### src/rtl/rx_frame_parser_pkg.sv
// Shared constants, state encoding and checksum helper for the UART command-frame parser.
package rx_frame_parser_pkg;

   localparam int         GAP_CYCLES_DEF = 7680;
   localparam logic [7:0] HDR_BYTE_DEF   = 8'hAA;

   localparam logic [1:0] ERR_NONE = 2'b00;
   localparam logic [1:0] ERR_CHK  = 2'b01;
   localparam logic [1:0] ERR_GAP  = 2'b10;

   // Each state names the byte the parser is waiting for next.
   typedef enum logic [2:0] {
      S_IDLE = 3'd0,
      S_CMD  = 3'd1,
      S_ARGH = 3'd2,
      S_ARGL = 3'd3,
      S_CHK  = 3'd4
   } state_t;

   function automatic logic [7:0] sum_add(input logic [7:0] acc, input logic [7:0] b);
      return acc + b;
   endfunction

endpackage

### src/rtl/rx_frame_parser_if.sv
// Byte-in / decoded-frame-out bundle between the UART receiver, the parser and driver control.
interface rx_frame_parser_if;
   logic [7:0]  Rx_Data;
   logic        Rx_Done_Sig;
   logic        Rx_En_Sig;
   logic [7:0]  Frame_Cmd;
   logic [15:0] Frame_Arg;
   logic        Frame_Valid;
   logic        Frame_Err;
   logic [1:0]  Err_Code;

   modport slave (
      input  Rx_Data, Rx_Done_Sig,
      output Rx_En_Sig, Frame_Cmd, Frame_Arg, Frame_Valid, Frame_Err, Err_Code
   );

   modport master (
      output Rx_Data, Rx_Done_Sig,
      input  Rx_En_Sig, Frame_Cmd, Frame_Arg, Frame_Valid, Frame_Err, Err_Code
   );
endinterface

### src/rtl/rx_gap_timer.sv
// Inter-byte gap timer: counts cycles since the last clear while run is high and
// flags expire during the cycle before the GAP_CYCLES-th edge.
module rx_gap_timer #(
   parameter int GAP_CYCLES = 7680
) (
   input  logic clk,
   input  logic reset,
   input  logic clear,
   input  logic run,
   output logic expire
);

   localparam int CNT_W = $clog2(GAP_CYCLES);
   localparam logic [CNT_W-1:0] CNT_LAST = CNT_W'(GAP_CYCLES - 1);

   logic [CNT_W-1:0] cnt_q, cnt_d;

   assign expire = run && (cnt_q == CNT_LAST);

   always_comb begin
      cnt_d = cnt_q;
      if (clear || !run) begin
         cnt_d = '0;
      end else if (!expire) begin
         cnt_d = cnt_q + 1'b1;
      end
   end

   always_ff @(posedge clk or negedge reset) begin
      if (!reset) begin
         cnt_q <= '0;
      end else begin
         cnt_q <= cnt_d;
      end
   end

endmodule

### src/rtl/rx_frame_parser.sv
// Assembles HDR/CMD/ARG_H/ARG_L/CHK frames from UART bytes, validates checksum and
// inter-byte gap, and publishes a decoded command or an error strobe with cause.
module rx_frame_parser
   import rx_frame_parser_pkg::*;
#(
   parameter int         GAP_CYCLES = GAP_CYCLES_DEF,
   parameter logic [7:0] HDR_BYTE   = HDR_BYTE_DEF
) (
   input logic              clk,
   input logic              reset,
   rx_frame_parser_if.slave rx
);

   state_t      state_q, state_d;
   logic [7:0]  cmd_sh_q, cmd_sh_d;
   logic [15:0] arg_sh_q, arg_sh_d;
   logic [7:0]  sum_q, sum_d;
   logic [7:0]  frame_cmd_q, frame_cmd_d;
   logic [15:0] frame_arg_q, frame_arg_d;
   logic        valid_q, valid_d;
   logic        err_q, err_d;
   logic [1:0]  err_code_q, err_code_d;
   logic        rx_en_q, rx_en_d;
   logic        gap_run;
   logic        gap_expire;

   assign gap_run = (state_q != S_IDLE);

   rx_gap_timer #(.GAP_CYCLES(GAP_CYCLES)) u_gap_timer (
      .clk    (clk),
      .reset  (reset),
      .clear  (rx.Rx_Done_Sig),
      .run    (gap_run),
      .expire (gap_expire)
   );

   // A byte arriving on the expiry cycle takes priority over the timeout.
   always_comb begin
      state_d     = state_q;
      cmd_sh_d    = cmd_sh_q;
      arg_sh_d    = arg_sh_q;
      sum_d       = sum_q;
      frame_cmd_d = frame_cmd_q;
      frame_arg_d = frame_arg_q;
      valid_d     = 1'b0;
      err_d       = 1'b0;
      err_code_d  = err_code_q;
      rx_en_d     = 1'b1;

      if (rx.Rx_Done_Sig) begin
         case (state_q)
            S_IDLE: begin
               if (rx.Rx_Data == HDR_BYTE) state_d = S_CMD;
            end
            S_CMD: begin
               cmd_sh_d = rx.Rx_Data;
               sum_d    = sum_add(sum_q, rx.Rx_Data);
               state_d  = S_ARGH;
            end
            S_ARGH: begin
               arg_sh_d[15:8] = rx.Rx_Data;
               sum_d          = sum_add(sum_q, rx.Rx_Data);
               state_d        = S_ARGL;
            end
            S_ARGL: begin
               arg_sh_d[7:0] = rx.Rx_Data;
               sum_d         = sum_add(sum_q, rx.Rx_Data);
               state_d       = S_CHK;
            end
            S_CHK: begin
               if (rx.Rx_Data == sum_q) begin
                  frame_cmd_d = cmd_sh_q;
                  frame_arg_d = arg_sh_q;
                  valid_d     = 1'b1;
               end else begin
                  err_d      = 1'b1;
                  err_code_d = ERR_CHK;
               end
               cmd_sh_d = '0;
               arg_sh_d = '0;
               sum_d    = '0;
               state_d  = S_IDLE;
            end
            default: state_d = S_IDLE;
         endcase
      end else if (gap_expire) begin
         err_d      = 1'b1;
         err_code_d = ERR_GAP;
         cmd_sh_d   = '0;
         arg_sh_d   = '0;
         sum_d      = '0;
         state_d    = S_IDLE;
      end
   end

   always_ff @(posedge clk or negedge reset) begin
      if (!reset) begin
         state_q     <= S_IDLE;
         cmd_sh_q    <= '0;
         arg_sh_q    <= '0;
         sum_q       <= '0;
         frame_cmd_q <= '0;
         frame_arg_q <= '0;
         valid_q     <= 1'b0;
         err_q       <= 1'b0;
         err_code_q  <= ERR_NONE;
         rx_en_q     <= 1'b0;
      end else begin
         state_q     <= state_d;
         cmd_sh_q    <= cmd_sh_d;
         arg_sh_q    <= arg_sh_d;
         sum_q       <= sum_d;
         frame_cmd_q <= frame_cmd_d;
         frame_arg_q <= frame_arg_d;
         valid_q     <= valid_d;
         err_q       <= err_d;
         err_code_q  <= err_code_d;
         rx_en_q     <= rx_en_d;
      end
   end

   assign rx.Rx_En_Sig   = rx_en_q;
   assign rx.Frame_Cmd   = frame_cmd_q;
   assign rx.Frame_Arg   = frame_arg_q;
   assign rx.Frame_Valid = valid_q;
   assign rx.Frame_Err   = err_q;
   assign rx.Err_Code    = err_code_q;

endmodule

### src/flat_wrapper.sv
// flat-port wrapper written by rule: the top's interface ports become plain ports
module rx_frame_parser_flat import rx_frame_parser_pkg::*;
#(
   parameter int         GAP_CYCLES = GAP_CYCLES_DEF,
   parameter logic [7:0] HDR_BYTE   = HDR_BYTE_DEF
)
  (clk, reset, rx_Rx_Data, rx_Rx_Done_Sig, rx_Rx_En_Sig, rx_Frame_Cmd, rx_Frame_Arg, rx_Frame_Valid, rx_Frame_Err, rx_Err_Code);
  rx_frame_parser_if rx_i ();
  input logic clk;
  input logic reset;
  input wire logic [$bits(rx_i.Rx_Data)-1:0] rx_Rx_Data;
  input wire logic [$bits(rx_i.Rx_Done_Sig)-1:0] rx_Rx_Done_Sig;
  output wire logic [$bits(rx_i.Rx_En_Sig)-1:0] rx_Rx_En_Sig;
  output wire logic [$bits(rx_i.Frame_Cmd)-1:0] rx_Frame_Cmd;
  output wire logic [$bits(rx_i.Frame_Arg)-1:0] rx_Frame_Arg;
  output wire logic [$bits(rx_i.Frame_Valid)-1:0] rx_Frame_Valid;
  output wire logic [$bits(rx_i.Frame_Err)-1:0] rx_Frame_Err;
  output wire logic [$bits(rx_i.Err_Code)-1:0] rx_Err_Code;
  assign rx_i.Rx_Data = rx_Rx_Data;
  assign rx_i.Rx_Done_Sig = rx_Rx_Done_Sig;
  assign rx_Rx_En_Sig = rx_i.Rx_En_Sig;
  assign rx_Frame_Cmd = rx_i.Frame_Cmd;
  assign rx_Frame_Arg = rx_i.Frame_Arg;
  assign rx_Frame_Valid = rx_i.Frame_Valid;
  assign rx_Frame_Err = rx_i.Frame_Err;
  assign rx_Err_Code = rx_i.Err_Code;
  rx_frame_parser #(.GAP_CYCLES(GAP_CYCLES), .HDR_BYTE(HDR_BYTE)) u_core (.clk(clk), .reset(reset), .rx(rx_i));
endmodule
### config.mk
export PLATFORM = sky130hd
export DESIGN_NAME = rx_frame_parser_flat
export DESIGN_NICKNAME = d
export VERILOG_FILES = /design/src/rtl/rx_frame_parser_pkg.sv /design/src/rtl/rx_frame_parser_if.sv /design/src/rtl/rx_gap_timer.sv /design/src/rtl/rx_frame_parser.sv /design/src/flat_wrapper.sv
export SDC_FILE = /design/constraint.sdc
export NUM_CORES = 1
export LEC_CHECK = 0
export CELL_PAD_IN_SITES_DETAIL_PLACEMENT = 1
export CELL_PAD_IN_SITES_GLOBAL_PLACEMENT = 1
export CORE_ASPECT_RATIO = 1.1
export CORE_MARGIN = 10
export CORE_UTILIZATION = 35
export DETAILED_ROUTE_END_ITERATION = 7
export PLACE_DENSITY_LB_ADDON = 0.3
export SLEW_MARGIN = 20
export SYNTH_ARGS = -nofsm -noshare
export SYNTH_HDL_FRONTEND = slang
export SYNTH_SLANG_ARGS = --single-unit
### constraint.sdc
create_clock -name clk -period 3.5 [get_ports clk]
set_input_delay 0.7 -clock clk [delete_from_list [all_inputs] [get_ports clk]]
set_output_delay 0.7 -clock clk [all_outputs]
set_load 0.02 [all_outputs]
# Word-level counts from Yosys, hierarchy flattened
# Cells that the tools add are included.
[totals] register_bits=77 output_inout_bits=29 word_cells=69
[op_classes] n_addsub=2 n_eq_ne=15 n_mux=26 reduce_logical=14
[ops] operator="$pmux 8 s2" n=4
[ops] operator="$mux 16" n=2
[ops] operator="$mux 13" n=2
[ops] operator="$mux 8" n=3
[ops] operator="$add 13x1->13 const B" n=1
[ops] operator="$eq 13x13->1 const B" n=1
[ops] operator="$pmux 3 s4" n=1
[ops] operator="$reduce_and 2->1" n=5
[ops] operator="$mux 3" n=3
[ops] operator="$ne 3x1->1 const B" n=3
[ops] operator="$add 8x8->8" n=1
[ops] operator="$eq 8x8->1" n=1
[ops] operator="$eq 8x8->1 const B" n=1
[ops] operator="$mux 2" n=4
[ops] operator="$mux 1" n=7
[ops] operator="$eq 3x2->1 const B" n=2
[ops] operator="$ne 3x2->1 const B" n=2
[ops] operator="$reduce_and 3->1" n=2
[ops] operator="$ne 2x2->1 const B" n=2
[ops] operator="$eq 3x1->1 const B" n=1
[ops] operator="$eq 3x3->1 const B" n=1
[ops] operator="$logic_not 3->1" n=1
[ops] operator="$reduce_bool 3->1" n=1
[ops] operator="$reduce_or 3->1" n=1
[ops] operator="5 further kinds" n=5

# Logic depth before layout (Yosys ltp)
# Gate-level depths: netlist of the first run.
[depth] depth_word=4 depth_mapped=8 ltp_nobuf=7

# Hierarchy
# Synthesis of the first run repeated with hierarchy kept, for this count alone.
[unflattened] hier_cells=294 area_unflattened_um2=3689.8
[modules_own_cells] mod="rx_frame_parser" n_inst=1 cells_each=223 area_per_inst_um2=2965.3
[modules_own_cells] mod="rx_gap_timer" n_inst=1 cells_each=71 area_per_inst_um2=724.4

# Worst setup path before layout of the first run
# OpenSTA, ideal clock, no wires.
[synth_path] path_kind="input-to-reg" startpoint="input port rx_Rx_Data[0]" endpoint="register u_core.sum_q[6]" setup_ps=124 arrival_time_ps=2262 required_time_ps=3376 path_slack_ps=1115 path_stages=7 cell_sequence="ha_1 fa_1 a21o_1 a21oi_1 nor2b_1 mux2_2 a211o_1"
[synth_via] elab_chain_cells=3
[synth_rtl] element="from (decl)" line_no="flat_wrapper.sv:11" rtl="input wire logic [$bits(rx_i.Rx_Data)-1:0] rx_Rx_Data;"
[synth_rtl] element="$add 8x8->8" line_no="rx_frame_parser_pkg.sv:21" rtl="return acc + b;"
[synth_rtl] element="$pmux 8 s2" line_no="rx_frame_parser.sv:51" rtl="case (state_q)"
[synth_rtl] element="$mux 8" line_no="rx_frame_parser.sv:50" rtl="if (rx.Rx_Done_Sig) begin"
[synth_rtl] element="to (signal assigned)" line_no="rx_frame_parser.sv:112" rtl="sum_q <= sum_d;"
[synth_rtl] element="to (decl)" line_no="rx_frame_parser.sv:17" rtl="logic [7:0] sum_q, sum_d;"
# No other way between the ends.
# A chain may end at the register's enable or synchronous reset.

# Final worst setup path of the first run
[layout_path] startpoint="input port rx_Rx_Data[1]" endpoint="register u_core.sum_q[7]"
# The elaborated chain is that of the path after synthesis.

==> results of run 1 <==
## critical path, cell delays in order
cell and delay, ps:
clkdlybuf4s50_1 590, ha_1 430, a211oi_1 320, or2_2 210, o21ai_0 160, or3_1 340
o32ai_1 260
## cell families (layout without fill, tap and decap cells)
family / after synthesis / in the layout
buffers and inverters: 22 / 67
AOI/OAI and AO/OA: 80 / 80
and+or+nand+nor: 173 / 173
DFF: 77 / 77
xor gates and xnor gates: 15 / 15
muxes: 3 / 3
other: 1 / 1
adders and majority gates: 9 / 9
## path summary, 6_finish.rpt
path	startpoint	endpoint	slack (ps)	cells after the start
min in group asynchronous	reset	u_core.rx.Frame_Valid	520	1
hold reg to reg	u_core.rx.Frame_Arg[5]	u_core.rx.Frame_Arg[5]	460	2
setup reg to reg	u_core.sum_q[0]	u_core.sum_q[6]	1360	7
setup / recovery	rx_Rx_Data[1]	u_core.sum_q[7]	730	7
hold / removal	u_core.rx.Frame_Arg[5]	u_core.rx.Frame_Arg[5]	460	2
max in group asynchronous	reset	u_core.rx.Rx_En_Sig	2360	1
## flip-flops by register name, summed over array words and instances, names as in the netlist
name,cells
u_core.rx.Err_Code,2
u_core.rx.Rx_En_Sig,1
u_core.rx.Frame_Arg,16
u_core.rx.Frame_Err,1
u_core.rx.Frame_Cmd,8
u_core.arg_sh_q,16
u_core.state_q,3
u_core.sum_q,8
u_core.rx.Frame_Valid,1
u_core.u_gap_timer.cnt_q,13
u_core.cmd_sh_q,8
## final cells by class
type	count	area, um2
sequential	77	1930
inverter	4	15.0
tap	143	179
clock inverter	5	58.8
clock buffer	11	243
fill	1184	5840
multi-input combinational	281	1670
timing repair buffer	47	460
## power groups by stage
stage          logic, mW  clock network (mW)  registers, mW
6_report           0.819               0.953           1.21
5_1_grt            0.920                1.00           1.24
4_1_cts            0.831               0.969           1.21
3_3_place_gp       0.787                   0           1.22
2_1_floorplan      0.617                   0           1.16
3_5_place_dp       0.821                   0           1.22
## cells in the mapped netlist (3+ instances only)
library cell,n
a31oi_1,4
xnor2_1,9
clkbuf_1,10
or2_2,3
nand2_1,105
nor4b_1,3
a22o_1,17
o21ai_0,16
a211oi_1,8
buf_2,3
nand3_1,9
inv_1,4
ha_1,8
a21oi_1,17
nor3_1,5
xor2_1,6
a21o_1,3
and2_1,4
nand4_1,3
dfrtp_1,77
nor2_1,20
## routing by layer
metal  share of wire [%]  up-vias  track usage, %
met4                 1.7        0            7.64
met1                  44     1448            15.9
li1                    -     1400               -
met3                 3.8       10            2.69
met2                  50       43            22.9
met5                   0        -               0
## per-stage QoR
stage	utilization [%]	cells	hold slack, ps
after floorplan	-	380	404
final	43.8	568	463
after CTS	43.8	568	471
after global placement	40.9	552	451
after detailed placement	40.9	552	458
after global routing	43.8	568	502
==> flow_summary.json, run 1 <==
{
  "outcome": "finished clean",
  "maxClockFrequency_mhz": 361,
  "htree_levels": 3,
  "drc": 0,
  "report.final.slew_viol_count": 0,
  "crit_path_max_fanout": 6,
  "p_leak_nw": 2.04,
  "grt_overflow": 0,
  "io_pins": 40,
  "critical_path_required_ps": 3740,
  "grt_usage_pct": 13.6,
  "via_per_inst": 5.11,
  "die_x_um": 118,
  "critPathLaunchType": "primary input",
  "cts_buffers": 9,
  "dp_slack_ps": 407,
  "cts_num_sinks": 77,
  "drt.antenna.violating_nets": 0,
  "finalHoldViolations": 0,
  "fin_crit_sh_pct": 79.2,
  "fin_setup_tns_ps": 0,
  "p_sw_share_pct": 33.1,
  "wl_per_cell_um": 17.3,
  "synth_fa_ha_area_share_pct": 3.24,
  "power_density_nw_per_um2": 655,
  "crit_arrival_ps": 3020,
  "power.share.clock_pct": 31.9,
  "cap_violations": 0,
  "area_growth_pct": 22.9,
  "syn_inst": 380,
  "hold_buffers": 0,
  "grt_max_degree": 78,
  "core_area_um2": 10400,
  "layout.nets": 440,
  "start_util_pct": 35.7,
  "relSlewSlack_pct": 34.7,
  "yosys.area_share.simple_pct": 21.6,
  "clkLatencyLatePin_ps": 340,
  "cts.clk_slew.worst_paths_ps": 60,
  "synth_top_area_cell": "dfrtp_1",
  "tightest_slew_ps": 979,
  "grt_pass1_vias": 3042,
  "synth_top_area_share_pct": 52.0,
  "synth_xor_area_share_pct": 3.54,
  "drt_iter0_markers": 156,
  "power_mw": 2.98,
  "fin_crit_ps": 2770,
  "antenna_found_initial": 0,
  "antenna_cells": 0,
  "placed_cell_area_um2": 4260,
  "synth-main-ff-cell": "dfrtp_1",
  "grt_pass1_wl_mm": 16.4,
  "layout_commonest_cell": "nand2_1",
  "die-area_um2": 15100,
  "ys_seq_area_share_pct": 52.0,
  "p_seq_share_pct": 40.6,
  "clk_path_buf_depth": 2,
  "drive_gt1_share_pct": 8.24,
  "worstHoldPathType": "register to register",
  "skew_ps": 7.63,
  "cts_resized": 0,
  "cts_setup_buffers": 0,
  "synth_nets": 400,
  "wl_mm": 9.81,
  "post_synth_num_cell_types": 56,
  "cts_root_buf": "clkbuf_16",
  "synth_edf_count": 0,
  "cts_tree": "yes",
  "vias": 2901,
  "ys_seq_elements": 77,
  "power.switching_uw": 988,
  "std_cell_rows": 39,
  "final_cell_area_um2": 4560,
  "async_reset_ff_share_pct": 100,
  "final_cell_mix": "105 x nand2_1, 77 x dfrtp_1, 38 x clkdlybuf4s50_1, 20 x nor2_1",
  "rsz0062_at_grt": "no",
  "gp_congestion": 0.758,
  "synth_compound_area_share_pct": 15.8,
  "critPathCaptureType": "register",
  "dp_hpwl_mm": 6.92,
  "power.internal_mw": 2.00,
  "muxShareOfSynthArea_pct": 0.844,
  "ys_top_cells_by_area": "dfrtp_1 52%, nand2_1 11%, a22o_1 4.0%",
  "port_buffers": 39,
  "synth.avg_cell_area_um2": 9.76,
  "die_y_um": 128,
  "worst_slack_ps": 727,
  "peakVddDrop_mv": 0.295,
  "comb_power_share_pct": 27.5,
  "synth_area_um2": 3710,
  "crit_type": "primary input to register",
  "dr.pass1.iters": 4,
  "setup_viol": 0,
  "synth-warning-count": 0,
  "synth_top_family_by_area": "simple AND/OR/NAND/NOR gates"
}
(Power assumes the default switching activity.)
==> run 2, diff against run 1 <==
==> constraint.sdc (replaced) <==
create_clock -name clk -period 2.61 [get_ports clk]
set_input_delay 0.522 -clock clk [delete_from_list [all_inputs] [get_ports clk]]
set_output_delay 0.522 -clock clk [all_outputs]
set_load 0.02 [all_outputs]
==> run 2 against run 1 <==
Against the previous run: via count rose by 2.5%; cell area rose by 4.7%; global-route usage rose by 0.29 points; sequential share of layout area fell by 1.9 points; routed wire length rose by 2.3%; die area did not move; critical path depth did not move; count of clock-buffer cells in the layout fell by 1; core utilization rose by 2.1 points; non-clock buffer count rose by 21; largest power group unchanged; clock skew barely moved.
==> flow_summary.json, run 2 (synthesis results as in run 1) <==
{
  "cap_violations": 0,
  "maxClockFrequency_mhz": 419,
  "cts_tree": "yes",
  "dr.pass1.iters": 4,
  "layout_commonest_cell": "nand2_1",
  "fillers": 1202,
  "power_density_nw_per_um2": 897,
  "drt_iter0_markers": 143,
  "io_pins": 40,
  "layout.nets": 461,
  "port_buffers": 39,
  "wl_mm": 10.0,
  "finalHoldViolations": 0,
  "fin_crit_sh_pct": 91.5,
  "power.internal_mw": 2.96,
  "grt_usage_pct": 13.8,
  "dp_hpwl_mm": 7.35,
  "vias": 2973,
  "comb_power_share_pct": 28.5,
  "die-area_um2": 15100,
  "cts_num_sinks": 77,
  "drive_gt1_share_pct": 12.6,
  "grt_max_degree": 42,
  "power.switching_mw": 1.32,
  "grt_pass1_wl_mm": 16.9,
  "antenna_found_initial": 0,
  "area_growth_pct": 28.7,
  "stdcell_count": 588,
  "drc": 0,
  "multi_input_area_um2": 1670,
  "final_cell_mix": "105 x nand2_1, 77 x dfrtp_1, 38 x clkdlybuf4s50_1, 28 x buf_4, 20 x nor2_1",
  "std_cell_rows": 39,
  "skew_ps": 7.23,
  "tightest_slew_ps": 804,
  "outcome": "finished clean",
  "grt_overflow": 0,
  "dp_cells": 573,
  "grt_pass1_vias": 3334,
  "placed_cell_area_um2": 4430,
  "htree_levels": 3,
  "die_x_um": 118,
  "cts.clk_slew.worst_paths_ps": 60,
  "setup_viol": 0,
  "via_per_inst": 5.06,
  "report.final.slew_viol_count": 0,
  "critical_path_required_ps": 2840,
  "die_y_um": 128,
  "cts_setup_buffers": 0,
  "hold_buffers": 0,
  "crit_arrival_ps": 2620,
  "power.share.clock_pct": 33.8,
  "clkLatencyLatePin_ps": 330,
  "antenna_cells": 0,
  "start_util_pct": 35.7,
  "relSlewSlack_pct": 46.2,
  "crit_path_max_fanout": 5,
  "gp_congestion": 0.844,
  "cts_resized": 0,
  "core_area_um2": 10400,
  "fin_crit_ps": 2390,
  "p_leak_nw": 2.17,
  "p_sw_share_pct": 30.9,
  "cts_buffers": 9,
  "wl_per_cell_um": 17.1,
  "clk_path_buf_depth": 2,
  "worstHoldPathType": "primary input to asynchronous set/reset pin",
  "crit_type": "primary input to register",
  "rsz0062_at_grt": "no",
  "critPathLaunchType": "primary input",
  "cts_root_buf": "clkbuf_16",
  "critPathCaptureType": "register",
  "peakVddDrop_mv": 0.339,
  "regArea_um2": 1930,
  "drt.antenna.violating_nets": 0,
  "p_seq_share_pct": 37.7,
  "final_cell_area_um2": 4770
}
[run 2: changes by cell type in the layout (fill, tap and decap cells not counted), sizes merged]
cell,delta
clkbuf,-1
buf,+21
clkinvlp,-2
bufinv,+2
[run 2: final cells by class]
class,instances,share of cell area [%]
clock buffer,10,5.01
clock inverter,5,2.25
sequential,77,40.4
tap,143,3.75
multi-input combinational,281,35.1
inverter,4,0.315
timing repair buffer,68,13.2
[run 2: final timing paths]
| check | startpoint | slack, ps | end | cells after the start |
|---|---|---|---|---|
| max | rx_Rx_Data[2] | 220 | u_core.sum_q[7] | 7 |
| min | reset | 160 | u_core.rx.Frame_Arg[13] | 1 |
| max reg2reg | u_core.u_gap_timer.cnt_q[0] | 450 | u_core.cmd_sh_q[1] | 5 |
| min reg2reg | u_core.rx.Frame_Cmd[2] | 460 | u_core.rx.Frame_Cmd[2] | 2 |
| max in group asynchronous | reset | 1860 | u_core.sum_q[1] | 2 |
| min in group clk | u_core.rx.Frame_Cmd[2] | 460 | u_core.rx.Frame_Cmd[2] | 2 |
[run 2: critical path: stages]
cell and delay (ps):
clkdlybuf4s50_1 470, ha_1 410, o21ai_0 130, or2_2 330, o311ai_1 410, nor4b_1 120, o32ai_1 220
[run 2: per-stage QoR]
| stage | TNS [ps] | util (%) | total power [mW] | setup slack, ps | hold slack (ps) |
|---|---|---|---|---|---|
| floorplan | 0 | - | 2.39 | 403 | 226 |
| global placement | -98.4 | 42.6 | 2.78 | -52.1 | 452 |
| detailed placement | -348 | 42.6 | 2.84 | -187 | 456 |
| CTS | 0 | 45.9 | 4.33 | 133 | 174 |
| global route | 0 | 45.9 | 4.55 | 127 | 185 |
| finish | 0 | 45.9 | 4.28 | 221 | 160 |
[run 2: power by group through the flow]
stage               Combinational [mW]  Clock, mW  Sequential, mW
finish                            1.22       1.45            1.61
CTS                               1.23       1.48            1.61
global route                      1.36       1.54            1.65
global placement                  1.15          0            1.63
detailed placement                1.21          0            1.63
floorplan                        0.828          0            1.56
[run 2: routing by layer]
metal	vias to the layer above	track usage [%]	share of wire [%]
li1	1443	-	-
met1	1465	15.5	41
met2	47	25.0	53
met3	18	2.91	3.5
met4	0	5.97	2.3
met5	-	0	0
